`config.mk`:
```
export PLATFORM = sky130hd
export DESIGN_NAME = mdio_master_ctrl
export DESIGN_NICKNAME = d
export VERILOG_FILES = /design/src/rtl/mdio_master_ctrl.sv
export SDC_FILE = /design/constraint.sdc
export NUM_CORES = 1
export LEC_CHECK = 0
export BUFFER_PORTS_ARGS = -buffer_cell sky130_fd_sc_hd__buf_2
export CAP_MARGIN = 10
export CORE_ASPECT_RATIO = 0.75
export CORE_MARGIN = 5
export CORE_UTILIZATION = 63
export CTS_BUF_LIST = sky130_fd_sc_hd__clkbuf_8
export DETAILED_ROUTE_END_ITERATION = 8
export GPL_ROUTABILITY_DRIVEN = 0
export PLACE_DENSITY_LB_ADDON = 0.25
export SETUP_SLACK_MARGIN = 0.5
export SLEW_MARGIN = 0
export SYNTH_ARGS = -nofsm -noshare
export SYNTH_HDL_FRONTEND = slang
export SYNTH_SLANG_ARGS = --single-unit
export TNS_END_PERCENT = 50
```
`constraint.sdc`:
```
create_clock -name wb_clk_i -period 5.4 [get_ports wb_clk_i]
set_input_delay 0.54 -clock wb_clk_i [delete_from_list [all_inputs] [get_ports wb_clk_i]]
set_output_delay 0.54 -clock wb_clk_i [all_outputs]
set_load 0.02 [all_outputs]
```
`src/rtl/mdio_master_ctrl.sv`:
```
// mdio_master_ctrl: clause-22 MDIO/MDC station-management master.
// Takes one register read or write at a time, sends a preamble and a 32-bit
// frame on MDC/MDIO, and returns read data with a one-cycle completion pulse.
// Optional feature macro: MDIO_TA_CHECK_EN. When it is defined, a read samples
// the second turnaround bit. A '1' there means no PHY is responding, so the
// read reports rsp_err=1 with rsp_rdata=16'hFFFF.
module mdio_master_ctrl #(
    parameter int CLK_DIV      = 10,
    parameter int PREAMBLE_LEN = 32
) (
    input  logic        wb_clk_i,
    input  logic        wb_rst_i,
    input  logic        cmd_valid,
    output logic        cmd_ready,
    input  logic        cmd_write,
    input  logic [4:0]  cmd_phy_addr,
    input  logic [4:0]  cmd_reg_addr,
    input  logic [15:0] cmd_wdata,
    output logic        rsp_valid,
    output logic [15:0] rsp_rdata,
    output logic        rsp_err,
    output logic        busy,
    output logic        mdc,
    output logic        mdio_o,
    output logic        mdio_oe,
    input  logic        mdio_i
);
    localparam int NBITS = PREAMBLE_LEN + 32;
    localparam int DIV_W = $clog2(CLK_DIV);
    localparam int BIT_W = $clog2(NBITS);

    localparam logic [1:0] S_IDLE  = 2'd0;
    localparam logic [1:0] S_PRE   = 2'd1;
    localparam logic [1:0] S_FRAME = 2'd2;
    localparam logic [1:0] S_DONE  = 2'd3;

    logic [1:0]       state;
    logic [DIV_W-1:0] div_cnt;
    logic [BIT_W-1:0] bit_cnt;
    logic [31:0]      tx_frame;
    logic             is_read;
    logic [15:0]      rx_sr;
    logic [BIT_W-1:0] nxt_idx;
    logic [1:0]       nxt_drv;
    logic [4:0]       cur_fi;
    logic             phase_end;
    logic             accept;
    logic             sample;

`ifdef MDIO_TA_CHECK_EN
    logic             ta_bit;
    logic             err_q;
    assign rsp_err = err_q;
`else
    assign rsp_err = 1'b0;
`endif

    // {oe, o} for a given bit index: preamble ones, then the latched frame;
    // a read releases the bus from the first turnaround bit onwards.
    function automatic logic [1:0] bit_drive(input logic [BIT_W-1:0] idx,
                                             input logic [31:0] frame,
                                             input logic rd);
        logic [4:0] fi;
        if (idx < BIT_W'(PREAMBLE_LEN)) return 2'b11;
        fi = 5'(idx - BIT_W'(PREAMBLE_LEN));
        if (rd && (fi >= 5'd14)) return 2'b01;
        return {1'b1, frame[5'd31 - fi]};
    endfunction

    assign cmd_ready = (state == S_IDLE);
    assign busy      = (state != S_IDLE);
    assign rsp_valid = (state == S_DONE);
    assign accept    = cmd_ready & cmd_valid;
    assign phase_end = (div_cnt == DIV_W'(CLK_DIV - 1));
    assign sample    = (state == S_FRAME) & phase_end & ~mdc;
    assign nxt_idx   = bit_cnt + BIT_W'(1);
    assign nxt_drv   = bit_drive(nxt_idx, tx_frame, is_read);
    assign cur_fi    = 5'(bit_cnt - BIT_W'(PREAMBLE_LEN));

    // Command latch and read-data capture (datapath, no reset needed)
    always_ff @(posedge wb_clk_i) begin
        if (accept) begin
            is_read  <= ~cmd_write;
            tx_frame <= {2'b01, (cmd_write ? 2'b01 : 2'b10), cmd_phy_addr, cmd_reg_addr,
                         (cmd_write ? 2'b10 : 2'b11), (cmd_write ? cmd_wdata : 16'hFFFF)};
        end
        if (sample && (cur_fi >= 5'd16)) rx_sr <= {rx_sr[14:0], mdio_i};
`ifdef MDIO_TA_CHECK_EN
        if (sample && (cur_fi == 5'd15)) ta_bit <= mdio_i;
`endif
    end

    // Sequencer: divider, bit counter, MDC/MDIO drive and completion
    always_ff @(posedge wb_clk_i) begin
        if (wb_rst_i) begin
            state     <= S_IDLE;
            div_cnt   <= '0;
            bit_cnt   <= '0;
            mdc       <= 1'b0;
            mdio_o    <= 1'b1;
            mdio_oe   <= 1'b0;
            rsp_rdata <= 16'h0000;
`ifdef MDIO_TA_CHECK_EN
            err_q     <= 1'b0;
`endif
        end else begin
            case (state)
                S_IDLE: begin
                    mdc     <= 1'b0;
                    mdio_oe <= 1'b0;
                    if (cmd_valid) begin
                        state   <= S_PRE;
                        div_cnt <= '0;
                        bit_cnt <= '0;
                        mdio_o  <= 1'b1;
                        mdio_oe <= 1'b1;
                    end
                end
                S_PRE, S_FRAME: begin
                    if (!phase_end) begin
                        div_cnt <= div_cnt + DIV_W'(1);
                    end else begin
                        div_cnt <= '0;
                        if (!mdc) begin
                            mdc <= 1'b1;
                        end else begin
                            mdc <= 1'b0;
                            if (bit_cnt == BIT_W'(NBITS - 1)) begin
                                state   <= S_DONE;
                                mdio_o  <= 1'b1;
                                mdio_oe <= 1'b0;
                                if (is_read) begin
`ifdef MDIO_TA_CHECK_EN
                                    err_q     <= ta_bit;
                                    rsp_rdata <= ta_bit ? 16'hFFFF : rx_sr;
`else
                                    rsp_rdata <= rx_sr;
`endif
                                end else begin
`ifdef MDIO_TA_CHECK_EN
                                    err_q <= 1'b0;
`endif
                                end
                            end else begin
                                bit_cnt           <= nxt_idx;
                                {mdio_oe, mdio_o} <= nxt_drv;
                                if (nxt_idx == BIT_W'(PREAMBLE_LEN)) state <= S_FRAME;
                            end
                        end
                    end
                end
                S_DONE: begin
                    state <= S_IDLE;
                end
                default: begin
                    state <= S_IDLE;
                end
            endcase
        end
    end
endmodule
```
* Word-level counts from Yosys, hierarchy flattened *
Cells that the tools add are included.

word-level totals
  bits in registers = 78

cells by class
  add/sub/neg operators = 5
  order comparisons = 4
  eq/ne operators = 11
  multiplexer cells = 38
  bitwise logic cells = 5
  reduce and logical (&&, ||, !) cells = 13

operators with widths
  operator                                                    number
  2-to-1 mux 6 bit                                            4
  2-to-1 mux 2 bit                                            10
  2-to-1 mux 1 bit                                            15
  == test 6 bit, second input constant                        2
  case mux 6 bit (2 select lines)                             1
  AND reduction 5 bit                                         2
  subtractor 5 x 1 -> 5 bit, second input constant            2
  2-to-1 mux 4 bit                                            2
  != test 2 bit, second input constant                        4
  case mux 4 bit (2 select lines)                             1
  AND reduction 4 bit                                         2
  adder 6 x 1 -> 6 bit, second input constant                 1
  less-than comparator 5 x 6 -> 1 bit, second input constant  1
  less-than comparator 6 bit, second input constant           1
  case mux 1 bit (2 select lines)                             3
  case mux 2 bit (3 select lines)                             1
  binary-select mux 1 bit (select 5 bit)                      1
  >= comparator 5 x 4 -> 1 bit, second input constant         1
  >= comparator 5 bit, second input constant                  1
  subtractor 5 bit, first input constant                      1
  adder 4 x 1 -> 4 bit, second input constant                 1
  == test 2 bit, second input constant                        2
  == test 4 bit, second input constant                        1
  AND reduction 2 bit                                         2
  other kinds (9)                                             14

* Depth between registers and ports, before layout *
  word-level depth = 12
  gate-level depth with buffers = 9
  depth with buffers taken out = 7

* Least setup slack after synthesis *
Ideal clock, no wire load.

  kind = flip-flop to flip-flop
  start point = register div_cnt[0]
  end point = register rx_sr[0] (enable)
  library setup time = 0.409 ns
  arrival time = 1.874 ns
  required time = 4.991 ns
  path slack = 3.117 ns
  stages on the path, launching flop included = 4
  clock period less this slack = 2.283 ns
  cell sequence = dfxtp_1 > ha_1 > nand3b_1 > nor3_1

between the ends
  word-level cells in the longest chain between the ends = 4

RTL lines
  what                             RTL line  RTL
  start, declared                  38        logic [DIV_W-1:0] div_cnt;
  start signal, assigned           121       div_cnt <= div_cnt + DIV_W'(1);
  == test 4 bit                    74        assign phase_end = (div_cnt == DIV_W'(CLK_DIV - 1));
  bitwise AND 1 bit (2 in series)  75        assign sample = (state == S_FRAME) & phase_end & ~mdc;
  logical AND 1 bit                87        if (sample && (cur_fi >= 5'd16)) rx_sr <= {rx_sr[14:0], mdio_i};
  end signal, assigned             87
  end, declared                    42        logic [15:0] rx_sr;

Every way passes these cells.
A chain may end at the register's enable or synchronous reset.

* Worst setup path in the final report *
  start point = register bit_cnt[0]
  end point = register mdio_o

between the ends
  word-level cells in the longest chain between the ends = 12
  elaborated cells between the ends (all ways) = 19

RTL lines
  what                                                          RTL line  RTL
  start, declared                                               39        logic [BIT_W-1:0] bit_cnt;
  start signal, assigned                                        145       bit_cnt <= nxt_idx;
  branches (longest 8 deep; another with adder 6 x 1 -> 6 bit)  --
  2-to-1 mux 1 bit (*)                                          128       if (bit_cnt == BIT_W'(NBITS - 1)) begin
  2-to-1 mux 1 bit (*)                                          124       if (!mdc) begin
  2-to-1 mux 1 bit (*)                                          120       if (!phase_end) begin
  case mux 1 bit (2 select lines) (*)                           107       case (state)
  end signal, assigned                                          146       {mdio_oe, mdio_o} <= nxt_drv;
  end, declared                                                 24        output logic mdio_o,

Mark *: on every way between the ends. The select of a mux whose other input is x is not followed.

==> metrics.md <==
| Metric | Value |
|---|---|
| Largest net degree at the start of global routing | `33` |
| Unrepaired setup endpoints after global routing | `no` |
| Die area | `6820 um^2` |
| Buffer levels on the longest clock path | `2` |
| Relative slew slack | `0.547` |
| Clock slew at reported path FFs | `0.08 ns` |
| Setup-failing EPs final | `0` |
| Post-synth design cell area | `3310 um^2` |
| Layout Skew | `0.0129 ns` |
| Post-synthesis sequential area ratio | `0.587` |
| Layout cells sized above 1 | `0.259` |
| Commonest cells after routing, fill and taps aside | `buf_2, edfxtp_1, nor2_1, dfxtp_1` |
| Synth top area cells | `edfxtp_1, dfxtp_1, mux2i_1` |
| Post-synth top area cell | `edfxtp_1` |
| Mean Syn Cell Area | `12.3 um^2` |
| Fmax achieved | `363 MHz` |
| Root cell of the clock tree | `clkbuf_8` |
| Number of instances in the synthesized netlist | `269` |
| Number of nets in the finished design | `357` |
| Actual slew at the worst max-slew pin | `0.679 ns` |
| GRT Residual Overflow | `0` |
| Clock network latency to the later pin of the worst-skew pair | `0.36 ns` |
| Port-buffer cells | `52` |
| Critical Setup Path Class | `register to register` |
| Post-synth EDFFs | `44` |
| Area share of the leading cell type in the synthesized netlist | `0.399` |
| Effective utilization at floorplan | `0.664` |
| Required time at the endpoint of the critical path | `5.64 ns` |
| Final Hold Slack | `0.350 ns` |
| P per Cell Area | `379 nW/um^2` |
| Ys async rst share | `0` |
| Violation count after the first detailed-routing iteration | `211` |
| Critical path launch point type | `register` |
| Outcome | `complete, no violations` |
| Portion of the clock cycle consumed by the worst path in the final layout | `0.511` |
| Endpoint kind of the worst setup timing path | `register` |
| Max Slew Vio Count | `0` |
| Cells traversed along the worst timing path | `ha_1 -> xor2_2 -> mux4_2 -> o22a_1 -> a211oi_1 -> a31oi_1` |
| Number of unique standard cell types used by synthesis | `55` |
| Worst hold path type | `primary input to register` |
| HPWL Detailed | `4270 um` |
| Die width | `93.7 um` |
| Arrival time of the worst setup path | `3.00 ns` |
| Leading cell type in the layout, fill and taps excluded | `buf_2` |
| Post-synthesis register bit count | `75` |
| Final wirelength | `6190 um` |
| Number of buffers added by the clock tree synthesis step | `9` |
| Initial antenna violation count | `0` |
| DRC violation count after routing | `0` |
| Commonest register cell after synthesis | `edfxtp_1` |
| Count of boundary I/O pins | `54` |
| Standard-cell row count | `22` |
| Die height | `72.8 um` |
| Crit path max fanout | `14` |
| Highest ir drop seen on vdd | `0.239 mV` |
| Post-synthesis net count | `307` |
| Total number of vias | `2249` |
| Sum of negative setup slack | `0 ns` |
| Total leakage power | `1.42 nW` |
| Vias in the first global route | `2023` |
| Crit path largest cell delay | `0.65 ns` |
| Cell type of the slowest stage on the worst timing path | `dfxtp_1` |
| Layout overhead on the synthesized area | `14.4%` |
| Global-route wire length before repair | `10000 um` |
| Post-DR wirelength/cell | `15.6 um` |
| Global routing usage summed across all routing layers | `0.196` |
| # Max-Cap Violations | `0` |
| ANT nets after route | `0` |
| Clock tree from TritonCTS | `yes` |
| 1st-pass router iterations | `5` |
| Post-CTS Setup Bufs | `0` |
| Antenna diode instance count | `0` |
| Reg area | `1940 um^2` |
| Cts repair resizes | `0` |
| Sink Count | `75` |
| Final Critical Period | `2.76 ns` |
| Warning count from the yosys run | `0` |
| CTS HTree Levels | `3` |
| Multi-input gate area | `1250 um^2` |
| Hold Buf Count CTS | `0` |
| Placeable Area | `4980 um^2` |
| Vias per cell | `5.68` |
| Fillers | `326` |
| Count of endpoints failing hold in the final timing report | `0` |
## cell type report
class | count | area share
multi-input combinational | 171 | 0.331
timing repair buffer | 54 | 0.0727
clock buffer | 9 | 0.0327
inverter | 8 | 0.00793
sequential | 75 | 0.513
tap | 72 | 0.0238
clock inverter | 7 | 0.0188
## metal layers
metal | global-route usage | up-vias | wire (um)
met3 | 0.0711 | 4 | 516
li1 | - | 1075 | -
met4 | 0.0689 | 0 | 42
met1 | 0.295 | 1074 | 2920
met5 | 0 | - | 0
met2 | 0.259 | 96 | 2710
## cell usage after synthesis, types with 3 or more instances
master / number
clkbuf_1: 5
nand2b_1: 19
nand3b_1: 3
buf_6: 3
a211oi_1: 3
edfxtp_1: 44
inv_1: 7
mux4_2: 4
buf_2: 5
and3_1: 3
nor2_1: 31
dfxtp_1: 31
a21oi_1: 11
nor3_1: 8
nand2_1: 9
o21ai_0: 9
mux2i_1: 19
ha_1: 7
xnor2_1: 4
## power breakdown
| part | total [mW] | switching, mW | internal, mW |
|---|---|---|---|
| clock | 0.422 | 0.209 | 0.213 |
| combinational | 0.309 | 0.207 | 0.102 |
| sequential | 0.704 | 0.0269 | 0.677 |
## state kept, by name, summed over array words and instances (netlist names)
register   flops
rsp_rdata     16
div_cnt        4
rx_sr         16
mdc            1
mdio_oe        1
tx_frame      28
mdio_o         1
bit_cnt        6
state          2
## final timing paths
kind	depth (start not counted)	from	slack (ns)	endpoint
max reg2reg	6	bit_cnt[0]	2.64	mdio_o
min reg2reg	0	rx_sr[2]	0.46	rx_sr[3]
min	1	cmd_phy_addr[4]	0.35	tx_frame[27]
max	6	bit_cnt[0]	2.64	mdio_o
## worst max-delay path, delay by kind of cell (launching register included)
family                   cells  cell delay [ns]
AO/OA/AOI/OAI                3             0.58
XOR/XNOR                     1             0.58
adder cells (fa/ha/maj)      1             0.42
flip-flops                   1             0.65
multiplexers                 1             0.41
## per-stage QoR
stage	total power [mW]	util	setup WS [ns]	std cells	area [um^2]
after floorplan	0.933	-	3.12	269	3310
after global placement	1.02	0.720	2.83	380	3590
after detailed placement	1.02	0.720	2.68	380	3590
after CTS	1.44	0.760	2.67	396	3780
after global routing	1.50	0.760	2.49	396	3780
final	1.44	0.760	2.64	396	3780
## cell families after synthesis
family | count (synthesis) | share of synthesized area
AOI/OAI and AO/OA | 44 | 0.0942
xor gates and xnor gates | 6 | 0.0182
adders and majority gates | 8 | 0.0295
buffers and inverters | 23 | 0.0359
DFF | 75 | 0.587
muxes | 25 | 0.0915
other | 1 | 0.00113
and+or+nand+nor | 87 | 0.143
(Power assumes the default switching activity.)
